==> src/rtl/bp_bht_btb_pkg.sv <==
// Shared constants and helpers for the PHT/BTB branch predictor.
package bp_bht_btb_pkg;

    // Word-aligned PCs: index bits start just above the byte offset.
    localparam int PC_IDX_LSB = 2;

    // Reset value of a PHT counter: weakly not-taken.
    function automatic int cnt_init(input int cnt_w);
        return (1 << (cnt_w - 1)) - 1;
    endfunction

    // Saturation ceiling of a PHT counter.
    function automatic int cnt_max(input int cnt_w);
        return (1 << cnt_w) - 1;
    endfunction

    // Table index width for a given depth.
    function automatic int idx_w(input int entries);
        return $clog2(entries);
    endfunction

    // Lowest PC bit of the BTB tag.
    function automatic int tag_lsb(input int entries);
        return $clog2(entries) + PC_IDX_LSB;
    endfunction

    // PHT index hash shared by lookup and update: bimodal or gshare.
    function automatic logic [31:0] pht_hash(input logic [31:0] b_idx,
                                             input logic [31:0] ghr,
                                             input bit          gshare);
        return gshare ? (b_idx ^ ghr) : b_idx;
    endfunction

endpackage

==> src/rtl/bp_sat_counter.sv <==
// Saturating up/down counter used for one PHT entry.
module bp_sat_counter
    import bp_bht_btb_pkg::*;
#(
    parameter int CNT_W = 2
) (
    input  logic             clk,
    input  logic             rst,
    input  logic             en,
    input  logic             inc,
    input  logic             dec,
    output logic [CNT_W-1:0] cnt
);

    localparam logic [CNT_W-1:0] CNT_INIT = CNT_W'(cnt_init(CNT_W));
    localparam logic [CNT_W-1:0] CNT_MAX  = CNT_W'(cnt_max(CNT_W));

    logic [CNT_W-1:0] cnt_q, cnt_d;

    // Step toward taken or not-taken, clamping at both ends.
    always_comb begin
        cnt_d = cnt_q;
        if (en) begin
            if (inc && !dec && (cnt_q != CNT_MAX)) begin
                cnt_d = cnt_q + CNT_W'(1);
            end else if (dec && !inc && (cnt_q != '0)) begin
                cnt_d = cnt_q - CNT_W'(1);
            end
        end
    end

    // Counter register, returns to weakly not-taken on reset.
    always_ff @(posedge clk or posedge rst) begin
        if (rst) begin
            cnt_q <= CNT_INIT;
        end else begin
            cnt_q <= cnt_d;
        end
    end

    assign cnt = cnt_q;

endmodule

==> src/rtl/bp_bht_btb.sv <==
// Branch predictor: PC/gshare-indexed PHT plus tagged BTB, combinational lookup.
module bp_bht_btb
    import bp_bht_btb_pkg::*;
#(
    parameter int ENTRIES = 16,
    parameter int CNT_W   = 2,
    parameter int TAG_W   = 8,
    parameter int GHR_W   = 4,
    parameter int GSHARE  = 0
) (
    input  logic             clk,
    input  logic             rst,
    input  logic [31:0]      f_pc,
    input  logic             f_fire,
    output logic             pred_hit,
    output logic             pred_taken,
    output logic [31:0]      pred_target,
    output logic [GHR_W-1:0] f_ghr,
    input  logic             upd_valid,
    input  logic [31:0]      upd_pc,
    input  logic             upd_is_branch,
    input  logic             upd_is_jump,
    input  logic             upd_taken,
    input  logic [31:0]      upd_target,
    input  logic [GHR_W-1:0] upd_ghr,
    input  logic             upd_mispredict,
    input  logic             bp_clr
);

    localparam int IDX_W   = idx_w(ENTRIES);
    localparam int TAG_LSB = tag_lsb(ENTRIES);
    localparam bit USE_GS  = (GSHARE != 0);

    logic [IDX_W-1:0] f_bidx, f_pidx, u_bidx, u_pidx;
    logic [TAG_W-1:0] f_tag, u_tag;

    logic [ENTRIES-1:0] valid_q, valid_d;
    logic [ENTRIES-1:0] jump_q, jump_d;
    logic [TAG_W-1:0]   tag_q    [ENTRIES];
    logic [TAG_W-1:0]   tag_d    [ENTRIES];
    logic [31:0]        target_q [ENTRIES];
    logic [31:0]        target_d [ENTRIES];
    logic [GHR_W-1:0]   ghr_q, ghr_d;

    logic [CNT_W-1:0]   pht_cnt [ENTRIES];
    logic [ENTRIES-1:0] pht_en;
    logic               btb_we;
    logic               unused_pc_bits;

    // Shift one outcome into a history value; also covers GHR_W == 1.
    function automatic logic [GHR_W-1:0] ghr_shift(input logic [GHR_W-1:0] h,
                                                   input logic             b);
        return (h << 1) | GHR_W'(b);
    endfunction

    assign f_bidx = f_pc[IDX_W+PC_IDX_LSB-1:PC_IDX_LSB];
    assign u_bidx = upd_pc[IDX_W+PC_IDX_LSB-1:PC_IDX_LSB];
    assign f_tag  = f_pc[TAG_LSB+TAG_W-1:TAG_LSB];
    assign u_tag  = upd_pc[TAG_LSB+TAG_W-1:TAG_LSB];
    // Update indexes with the instruction's own history snapshot, not the live GHR.
    assign f_pidx = IDX_W'(pht_hash(32'(f_bidx), 32'(ghr_q), USE_GS));
    assign u_pidx = IDX_W'(pht_hash(32'(u_bidx), 32'(upd_ghr), USE_GS));

    assign unused_pc_bits = ^{f_pc[31:TAG_LSB+TAG_W], f_pc[PC_IDX_LSB-1:0],
                              upd_pc[31:TAG_LSB+TAG_W], upd_pc[PC_IDX_LSB-1:0]};

    // Lookup on registered state only; an update in the same cycle is not bypassed.
    always_comb begin
        pred_hit    = valid_q[f_bidx] && (tag_q[f_bidx] == f_tag);
        pred_taken  = pred_hit && (jump_q[f_bidx] || pht_cnt[f_pidx][CNT_W-1]);
        pred_target = pred_hit ? target_q[f_bidx] : 32'd0;
        f_ghr       = ghr_q;
    end

    // Only conditional branches train the PHT.
    always_comb begin
        pht_en = '0;
        if (upd_valid && upd_is_branch) begin
            pht_en[u_pidx] = 1'b1;
        end
    end

    genvar gi;
    generate
        for (gi = 0; gi < ENTRIES; gi++) begin : g_pht
            bp_sat_counter #(.CNT_W(CNT_W)) u_cnt (
                .clk (clk),
                .rst (rst),
                .en  (pht_en[gi]),
                .inc (upd_taken),
                .dec (!upd_taken),
                .cnt (pht_cnt[gi])
            );
        end
    endgenerate

    // BTB allocate on taken branches and jumps; a clear overrides any write.
    always_comb begin
        valid_d  = valid_q;
        jump_d   = jump_q;
        tag_d    = tag_q;
        target_d = target_q;
        btb_we   = upd_valid && ((upd_is_branch && upd_taken) || upd_is_jump);
        if (btb_we) begin
            valid_d[u_bidx]  = 1'b1;
            jump_d[u_bidx]   = upd_is_jump;
            tag_d[u_bidx]    = u_tag;
            target_d[u_bidx] = upd_target;
        end
        if (bp_clr) begin
            valid_d = '0;
        end
    end

    // GHR: repair from resolution beats speculative shift at fetch.
    always_comb begin
        ghr_d = ghr_q;
        if (USE_GS) begin
            if (upd_valid && upd_mispredict && upd_is_branch) begin
                ghr_d = ghr_shift(upd_ghr, upd_taken);
            end else if (upd_valid && upd_mispredict && upd_is_jump) begin
                ghr_d = upd_ghr;
            end else if (f_fire && pred_hit && !jump_q[f_bidx]) begin
                ghr_d = ghr_shift(ghr_q, pred_taken);
            end
        end else begin
            ghr_d = '0;
        end
    end

    // Predictor state registers.
    always_ff @(posedge clk or posedge rst) begin
        if (rst) begin
            valid_q <= '0;
            jump_q  <= '0;
            ghr_q   <= '0;
            for (int i = 0; i < ENTRIES; i++) begin
                tag_q[i]    <= '0;
                target_q[i] <= '0;
            end
        end else begin
            valid_q  <= valid_d;
            jump_q   <= jump_d;
            ghr_q    <= ghr_d;
            tag_q    <= tag_d;
            target_q <= target_d;
        end
    end

endmodule

==> config.mk <==
export PLATFORM = sky130hd
export DESIGN_NAME = bp_bht_btb
export DESIGN_NICKNAME = d
export VERILOG_FILES = /design/src/rtl/bp_bht_btb_pkg.sv /design/src/rtl/bp_sat_counter.sv /design/src/rtl/bp_bht_btb.sv
export SDC_FILE = /design/constraint.sdc
export NUM_CORES = 1
export LEC_CHECK = 0
export CAP_MARGIN = 15
export CORE_MARGIN = 1.5
export CORE_UTILIZATION = 30
export CTS_BUF_LIST = sky130_fd_sc_hd__clkbuf_16
export DETAILED_ROUTE_END_ITERATION = 10
export DONT_BUFFER_PORTS = 1
export PLACE_DENSITY = 0.51
export SLEW_MARGIN = 20
export SYNTH_ARGS = -nofsm -noshare
export SYNTH_HDL_FRONTEND = slang
export SYNTH_SLANG_ARGS = --single-unit
export TNS_END_PERCENT = 5
==> constraint.sdc <==
create_clock -name clk -period 24.7 [get_ports clk]
set_clock_uncertainty 0.1 [all_clocks]
set_input_delay 2.47 -clock clk [delete_from_list [all_inputs] [get_ports clk]]
set_output_delay 2.47 -clock clk [all_outputs]
set_load 0.01 [all_outputs]
Yosys cells after proc, flatten, opt, wreduce, memory -nomap -nowiden
Index checks and enable logic that the tools add are counted.
{"block": "op_classes", "n_eq_ne": 17, "n_reduce_logical": 91, "addsub": 32, "n_bitwise": 3, "muxes": 58, "magnitude_cmp": 6}
{"cell": "$bwmux W512", "count": 1}
{"cell": "$bmux W32 S4", "count": 1}
{"cell": "$bwmux W128", "count": 1}
{"cell": "$demux W32 S4", "count": 1}
{"cell": "$mux W32", "count": 4}
{"cell": "$mux W2", "count": 34}
{"cell": "$reduce_bool A2 Y1", "count": 33}
{"cell": "$mux W16", "count": 3}
{"cell": "$logic_and A1 B1 Y1", "count": 39}
{"cell": "$add A2 B1 Y2 const B", "count": 16}
{"cell": "$bmux W8 S4", "count": 1}
{"cell": "$demux W8 S4", "count": 1}
{"cell": "$ne A2 B2 Y1 const B", "count": 16}
{"cell": "$reduce_and A2 Y1", "count": 16}
{"cell": "$sub A2 B1 Y2 const B", "count": 16}
{"cell": "$mux W8", "count": 3}
{"cell": "$bwmux W16", "count": 1}
{"cell": "$or A16 B16 Y16", "count": 1}
{"cell": "$ge A5 B5 Y1 const B", "count": 2}
{"cell": "$lt A4 B5 Y1 const B", "count": 2}
{"cell": "$not A4 Y5", "count": 2}
{"cell": "$bmux W1 S4", "count": 2}
{"cell": "$bmux W2 S4", "count": 1}
{"cell": "$eq A8 B8 Y1", "count": 1}
{"cell": "other kinds (6)", "count": 9}
{"block": "word_totals", "in_bits": 109, "register_bits": 704, "word_cells": 257}

Logic depth before layout (Yosys ltp)
Gate-level depths: netlist of the first run.
{"block": "depth", "depth_word": 7, "ltp_mapped": 11, "mapped_depth_nobuf": 6}

Modules after synthesis
From an unflattened synthesis of the first run, not the netlist that was laid out.
{"block": "unflattened", "hier_cells": 2182, "area_unflattened_um2": 33022.9}
{"module": "bp_bht_btb", "area_per_inst_um2": 30900.9, "seq_area_each_um2": 16816.1, "instances": 1, "cells_per_inst": 1958}
{"module": "bp_sat_counter", "area_per_inst_um2": 132.6, "seq_area_each_um2": 51.3, "instances": 16, "cells_per_inst": 14}

Least setup slack after synthesis of the first run
OpenSTA, ideal clock, no wires.
{"block": "synth_timing", "kind": "input to output", "from": "input port f_pc[3]", "to": "output port pred_taken", "t_arrival_ns": 4.554, "stages": 8, "setup_slack_ns": 17.576, "n_path_buf": 3, "cell_sequence": "buf_6 -> buf_12 -> mux2i_1 -> mux4_2 -> xnor2_1 -> or4_4 -> buf_6 -> a2111oi_1"}
{"block": "synth_between", "elab_chain_cells": 7}
{"item": "start: declaration", "line_no": "bp_bht_btb.sv:13", "text": "input logic [31:0] f_pc,"}
{"item": "$not A4 Y5 (not written as such)", "line_no": "bp_bht_btb.sv:69, bp_bht_btb.sv:70"}
{"item": "$bmux W8 S4", "line_no": "bp_bht_btb.sv:69", "text": "pred_hit = valid_q[f_bidx] && (tag_q[f_bidx] == f_tag);"}
{"item": "$mux W8 (not written as such) (2 in a row)", "line_no": "bp_bht_btb.sv:69"}
{"item": "$eq A8 B8 Y1", "line_no": "bp_bht_btb.sv:69"}
{"item": "$logic_and A1 B1 Y1", "line_no": "bp_bht_btb.sv:69"}
{"item": "$logic_and A1 B1 Y1 (*)", "line_no": "bp_bht_btb.sv:70", "text": "pred_taken = pred_hit && (jump_q[f_bidx] || pht_cnt[f_pidx][CNT_W-1]);"}
{"item": "end: declaration", "line_no": "bp_bht_btb.sv:16", "text": "output logic pred_taken,"}
Every way passes the cells marked *; elsewhere a longest branch is shown, timed or not. The select of a mux whose other input is x is not followed.

Worst setup path after layout of the first run
{"block": "layout_timing", "from": "input port f_pc[2]", "to": "output port pred_target[0]"}
{"block": "layout_between", "elab_chain_cells": 7}
{"item": "$not A4 Y5 (not written as such)", "line_no": "bp_bht_btb.sv:69, bp_bht_btb.sv:71"}
{"item": "$bmux W8 S4", "line_no": "bp_bht_btb.sv:69"}
{"item": "$mux W8 (not written as such) (2 in a row)", "line_no": "bp_bht_btb.sv:69"}
{"item": "$eq A8 B8 Y1", "line_no": "bp_bht_btb.sv:69"}
{"item": "$logic_and A1 B1 Y1", "line_no": "bp_bht_btb.sv:69"}
{"item": "$mux W32 (*)", "line_no": "bp_bht_btb.sv:71", "text": "pred_target = pred_hit ? target_q[f_bidx] : 32'd0;"}
{"item": "end: declaration", "line_no": "bp_bht_btb.sv:17", "text": "output logic [31:0] pred_target,"}
Marked as above.

==> results of run 1 <==
## state kept, by name, indices dropped and copies added, names as in the netlist
| name | count |
|---|---|
| target_q | 512 |
| tag_q | 128 |
| g_pht.u_cnt.cnt | 32 |
| jump_q | 16 |
| valid_q | 16 |
## metrics by stage
step / setup WS, ps / util / cell area (um2) / cells
floorplan: 2410 / - / 32900 / 2156
global placement: 16120 / 0.312 / 34000 / 3400
detailed placement: 16090 / 0.312 / 34000 / 3400
CTS: 16080 / 0.334 / 36300 / 3536
global route: 16040 / 0.334 / 36300 / 3537
finish: 16070 / 0.334 / 36300 / 3537
## per-layer routing
metal,wire (um),GRT usage,up-vias,share of wire
met2,42700,0.262,351,0.49
met1,38000,0.205,10196,0.43
met3,4110,0.0295,132,0.047
li1,-,-,7852,-
met5,0,0,-,0
met4,2690,0.0597,0,0.031
## placed cells by master (no fill, tap or decap), types with 3 or more instances in the layout
cell type,instances
a2111oi_2,30
nor3b_1,10
a221oi_1,5
a2111oi_1,3
nor2b_1,3
a31oi_1,10
nand2_1,20
mux2i_1,28
clkinv_2,12
nand2b_1,5
bufinv_16,3
conb_1,4
a211oi_1,8
mux2_1,3
a21oi_1,57
nand3b_1,3
buf_4,11
clkbuf_16,81
mux4_2,159
nor3_1,20
o21ai_0,48
clkinv_1,19
nand2_4,16
nor2_1,38
xnor2_1,9
dfrtp_1,688
mux2_2,648
mux4_1,23
xor2_1,5
inv_1,83
dfstp_2,16
o22ai_1,4
a22oi_1,16
## cell type report
class	count	area, um2
multi-input cells	1203	14200
clock inverters	55	313
fillers	10401	72400
repair buffers	14	150
well taps	1414	1770
inverters	66	255
flip-flops and latches	704	17600
clock buffers	81	2030
## cells by family after synthesis
logic type,Yosys count,synth area share
AO/OA/AOI/OAI,192,0.0435
XOR/XNOR,15,0.00423
buffers and inverters,249,0.0366
flip-flops,704,0.537
multiplexers,863,0.360
other,1,0.000114
AND/OR/NAND/NOR,129,0.0192
## where the power goes
part	switching, W	leakage [nW]	total (W)	internal (W)
logic	0.000168	5.69	0.000482	0.000314
clock network	0.000458	1.22	0.00108	0.000619
registers	0.000115	8.74	0.00151	0.00140
## path summary, 6_finish.rpt
| path | start | end | slack [ps] | cells after the start |
|---|---|---|---|---|
| min in group asynchronous | rst | tag_q[122] | 1780 | 1 |
| max in group asynchronous | rst | target_q[201] | 21010 | 3 |
| max reg2reg | g_pht[7].u_cnt.cnt[0] | g_pht[7].u_cnt.cnt[0] | 23510 | 4 |
| min | tag_q[110] | tag_q[110] | 400 | 1 |
| min reg2reg | tag_q[110] | tag_q[110] | 400 | 1 |
| max | f_pc[2] | pred_target[0] | 16070 | 7 |
==> summary.md, run 1 <==
| Metric | Value |
|---|---|
| CTS Hold Bufs | 0 |
| Clock buffer depth | 3 |
| Iteration-0 DRC count of the detailed router | 1006 |
| Clk root buf | clkbuf_16 |
| Synth top cells by count | 688 x dfrtp_1, 648 x mux2_2, 159 x mux4_2, 66 x inv_1, 63 x buf_1 |
| Final Max Tran Viols | 0 |
| Leak Pwr | 15.7 nW |
| Min Clock Period, post-route | between 8000 and 9000 ps |
| Most common cell in the synthesized netlist | dfrtp_1 |
| CP Cell Sequence | nor2b_1 -> o2bb2ai_1 -> a221oi_1 -> xor2_1 -> or4_4 -> a2111oi_1 -> buf_4 |
| Tcrit/Tclk final | 0.349 |
| Synth warn | 0 |
| Final ANT Viol Nets | 0 |
| CP Class | input pin to output pin |
| Leading area contributor after synthesis | dfrtp_1 |
| Htree depth | 3 |
| First-pass GRT wire length | 132 mm |
| Postcts setup bufs | 0 |
| Ant diodes | 0 |
| Post-CTS sizing | 0 |
| Routability cong. | 0.740 |
| RSZ-0062 raised after global routing | false |
| CTS tree | built |
| Sequential area share after synthesis | 0.537 |
| P&R area growth vs syn | 10.5% |
| Max-cap violations | 0 |
| Cell Area, Synth | roughly 33000 um2 |
| CTS Sinks | 704 |
| GRT Resource Usage Total | 0.158 |
| Syn avg cell area | 15.3 um2 |
| # DRC | 0 |
| Max Fclk | 0.116 GHz |
| Number of port buffers | 0 |
| Main flop type after synthesis | dfrtp_1 |
| Worst hold path type | flip-flop to flip-flop |
| Vias | 18531 |
| WP data required | 22130 ps |
| Post-synthesis register bit count | around 700 |
| Worst-margin pin slew | 1160 ps |
| Boundary pin count | about 150 |
| DR WL/cell | 24.7 um |
| Total wire length | 87.5 mm |
| DP HPWL | 44.8 mm |
| Die Y | ~330 um |
| Critical Path AT | 6060 ps |
| Initial Util | 0.302 |
| Dominant cells by area after synthesis | dfrtp_1 52%, mux2_2 22%, mux4_2 11%, mux4_1 1.8%, a2111oi_2 1.3% |
| CP peak stage delay | 1050 ps |
| DRT Pass-1 Iters | 5 |
| Vias in the first global route | 20425 |
| Post-Syn Instances | 2153 |
| TNS Setup | 0 ps |
| Yosys cell types | 54 |
| EDFF count, synth | 0 |
| Family with the most delay on the worst path | simple AND/OR/NAND/NOR gates |
| Critical Path Slowest Stage Cell | a2111oi_1 |
| Synth top area share | 0.524 |
| Rows | 121 |
| Initial antenna violation count | 1 |
| Layout cells sized above 1 | 0.470 |
| Final Hold Viols | 0 |
| Core ar. | 109000 um2 |
| Startpoint types | input pin |
| Largest net degree at the start of global routing | 196 |
| Die X | between 300 and 400 um |
| Worst hold margin | 396 ps |
| Slew margin rel. | 0.227 |
| TritonCTS Buffers | 77 |
| PwrDens | 84.6 nW/um2 |
| Vias/cell | 5.24 |
| Total grt overflow | 0 |
| CP max FO | 161 |
| Overall Power | 0.00307 W |
| CTS clk-pin slew, worst paths | 50 ps |
| Bufs and invs on worst path | 1 |
| Synth async-reset ratio | 1.00 |
| VDD IR max | around 0.000037 V |
| Setup Viol. Count Final | 0 |
| Critical path endpoint category | output pin |
| Total Die Area | 112000 um2 |
| # nets final | about 2200 |
| Clock latency on the worst-skew pair | 630 ps |
| Status | finished clean |
(Power assumes the default switching activity.)
==> run 2: changes to the inputs <==
--- a/config.mk
+++ b/config.mk
@@ -5,6 +5,7 @@
 export SDC_FILE = /design/constraint.sdc
 export NUM_CORES = 1
 export LEC_CHECK = 0
+export ABC_AREA = 1
 export CAP_MARGIN = 15
 export CORE_MARGIN = 1.5
 export CORE_UTILIZATION = 30
==> constraint.sdc (replaced) <==
create_clock -name clk -period 8.25 [get_ports clk]
set_clock_uncertainty 0.1 [all_clocks]
set_input_delay 0.825 -clock clk [delete_from_list [all_inputs] [get_ports clk]]
set_output_delay 0.825 -clock clk [all_outputs]
set_load 0.01 [all_outputs]
==> run 2 against run 1 <==
Combinational power grew to 2.8 times the previous value; non-clock buffer count is 12 higher; sequential cell count stayed put.
==> summary.md, run 2 <==
| Metric | Value |
|---|---|
| Main flop type after synthesis | dfrtp_1 |
| Final Max Tran Viols | 0 |
| Startpoint types | input pin |
| Compound-Gate Fraction of Synth Area | 0.187 |
| Most used cell, CP | buf_4 |
| Tcrit/Tclk final | 0.679 |
| Leak Pwr | 16.1 nW |
| Most common cell in the synthesized netlist | nand2_1 |
| Critical Path Slowest Stage Cell | buf_4 |
| Post-synthesis register bit count | 704 |
| Mux contribution to synthesized area | 0.000920 |
| RSZ-0062 raised after global routing | false |
| Clock buffer depth | 3 |
| Post-CTS sizing | 0 |
| DR WL/cell | between 15 and 20 um |
| Routability cong. | between 0.7 and 0.8 |
| WP data required | 7320 ps |
| Dominant cells by area after synthesis | dfrtp_1 53%, nand2_1 14%, o21ai_0 13%, nand3_1 3.0%, a21oi_1 2.8% |
| R2r worst-path depth | 3 |
| Postcts setup bufs | 0 |
| Critical Path AT | 4680 ps |
| # DRC | 0 |
| Final Hold Viols | 0 |
| Setup Viol. Count Final | 0 |
| Total grt overflow | 0 |
| Hold Path Stages | 1 |
| Synth warn | 0 |
| Finished Cell Area | around 36000 um2 |
| CTS clk-pin slew, worst paths | approximately 60 ps |
| Clock latency on the worst-skew pair | 620 ps |
| Largest register FFs | 512 |
| Area share of fa/ha/maj cells after synthesis | 0.00368 |
| DP HPWL | between 40 and 50 mm |
| Sequential area share after synthesis | 0.540 |
| Family with the most delay on the worst path | buffers and inverters |
| Largest net degree at the start of global routing | 381 |
| Total wire length | 98.0 mm |
| Iteration-0 DRC count of the detailed router | 2319 |
| Final worst setup slack | 2650 ps |
| Final ANT Viol Nets | 0 |
| Vias/cell | a little under 5 |
| Crit path from | f_pc[2] |
| XOR/XNOR Fraction of Synth Area | 0 |
| PwrDens | 262 nW/um2 |
| Initial antenna violation count | 0 |
| Synth top cells by count | 1219 x nand2_1, 836 x o21ai_0, 688 x dfrtp_1, 218 x inv_1, 198 x nand3_1 |
| Core Util, Final | 0.332 |
| Max-cap violations | 0 |
| Die Y | around 330 um |
| Yosys cell types | 36 |
| CTS tree | built |
| Boundary pin count | approximately 150 |
| Syn avg cell area | 8.20 um2 |
| CP Cell Sequence | inv_8 -> buf_4 -> buf_4 -> nand2_1 -> a22o_1 -> o21ai_0 -> o22ai_1 -> nor3_2 |
| Worst hold path type | input pin to flip-flop |
| Vias | between 20000 and 30000 |
| Number of port buffers | 0 |
| CP peak stage delay | 890 ps |
| Cell Area, Synth | 32600 um2 |
| Layout Cells excl Fill | 5220 |
| # nets final | 3864 |
| P&R area growth vs syn | 9.38% |
| Placed insts | 5077 |
| Total Die Area | ~110000 um2 |
| CTS Hold Bufs | 0 |
| Top reg by flops | target_q |
| Layout cells sized above 1 | 0.0519 |
| Clk root buf | clkbuf_16 |
| CTS Sinks | between 700 and 800 |
| Most frequent cells in the layout | 1208 x nand2_1, 836 x o21ai_0, 688 x dfrtp_1 |
| VDD IR max | ~0.00015 V |
| Worst R2R Start | g_pht[7].u_cnt.cnt[1] |
| EDFF count, synth | 0 |
| First-pass GRT wire length | 155 mm |
| Htree depth | 3 |
| Critical path endpoint category | output pin |
| Synth async-reset ratio | 1.00 |
| Min Clock Period, post-route | around 5600 ps |
| Status | finished clean |
| TNS Setup | 0 ps |
| Vias in the first global route | 24985 |
| Placement Cell Area | 33200 um2 |
| Pre-CTS setup slack | between 2000 and 3000 ps |
| Commonest non-fill, non-tap cell in the layout | nand2_1 |
| Die X | 333 um |
| Core ar. | between 100000 and 150000 um2 |
| Post-synthesis simple-gate area fraction | 0.193 |
| DRT Pass-1 Iters | 5 |
| Rows | 120 |
| Ant diodes | 0 |
| GRT Resource Usage Total | 0.178 |
| Worst-margin pin slew | between 1000 and 1500 ps |
| CP Class | input pin to output pin |
| Hold_sp | bp_clr |
| Max Fclk | 0.178 GHz |
| Bufs and invs on worst path | 3 |
| Initial Util | 0.304 |
| Critical path depth in cells | 8 |
| Synth top area share | 0.527 |
| CP max FO | 380 |
| TritonCTS Buffers | a little under 80 |
| Slew margin rel. | 0.243 |
| Largest family of logic cells by synthesized area | simple AND/OR/NAND/NOR gates |
| Leading area contributor after synthesis | dfrtp_1 |
| Post-Syn Instances | 3980 |
run 2: cell types whose count changed in the layout (fill, tap and decap cells not counted), moves of 25 or more:
| cell | previous run | this run |
|---|---|---|
| nor2_1 | 38 | 94 |
| a21oi_1 | 57 | 181 |
| mux4_2 | 159 | 0 |
| o21ai_0 | 48 | 836 |
| inv_1 | 83 | 232 |
| mux2i_1 | 28 | 3 |
| a32o_1 | 0 | 31 |
| nand3_1 | 0 | 198 |
| nor3_2 | 0 | 29 |
| nand2_1 | 20 | 1208 |
| mux2_2 | 648 | 0 |
| a2111oi_2 | 30 | 0 |
run 2: per-stage QoR:
| stage | hold WS [ps] | power (W) |
|---|---|---|
| 6_report | 171 | 0.00934 |
| 5_1_grt | 148 | 0.00993 |
| 4_1_cts | 125 | 0.00945 |
| 3_5_place_dp | 369 | 0.00599 |
| 3_3_place_gp | 361 | 0.00594 |
| 2_1_floorplan | 348 | 0.00571 |
run 2: worst reg2reg max path, stage by stage (launching register included):
cell,delay [ps]
dfrtp_1,360
inv_1,70
maj3_1,310
o21ai_0,190
run 2: kinds of logic after synthesis:
family / count (synthesis)
and+or+nand+nor: 1553
AOI/OAI and AO/OA: 1149
DFF: 704
buffers and inverters: 558
adders and majority gates: 12
muxes: 3
other: 1
run 2: worst paths after layout:
path                                         endpoint  slack, ps
min in group asynchronous                   tag_q[12]        180
worst min-delay path                       valid_q[5]        170
max in group asynchronous                target_q[79]       6050
worst max register to register  g_pht[7].u_cnt.cnt[0]       7130
worst min register to register           target_q[29]        380
worst max-delay path                  pred_target[19]       2650
run 2: layout make-up:
class,count,area [um2]
Fill cell,11422,71800
Inverter,224,862
Tap cell,1403,1760
Sequential cell,704,17600
Timing Repair Buffer,26,270
Clock buffer,82,2050
Multi-Input combinational cell,2721,12700
Clock inverter,60,417
run 2: routing by layer:
metal  track usage  part of all wire  vias to the layer above
li1              -                 -                    12616
met1         0.243              0.47                    12571
met2         0.294              0.46                      502
met3        0.0268             0.048                      103
met4        0.0453             0.018                        0
met5             0                 0                        -
run 2: power by group:
group	internal, W	switching [W]	leakage [nW]	total (W)
Combinational	0.000534	0.000794	5.93	0.00133
Clock	0.00198	0.00145	1.28	0.00342
Sequential	0.00422	0.000370	8.92	0.00460
Total	0.00673	0.00261	16.1	0.00934
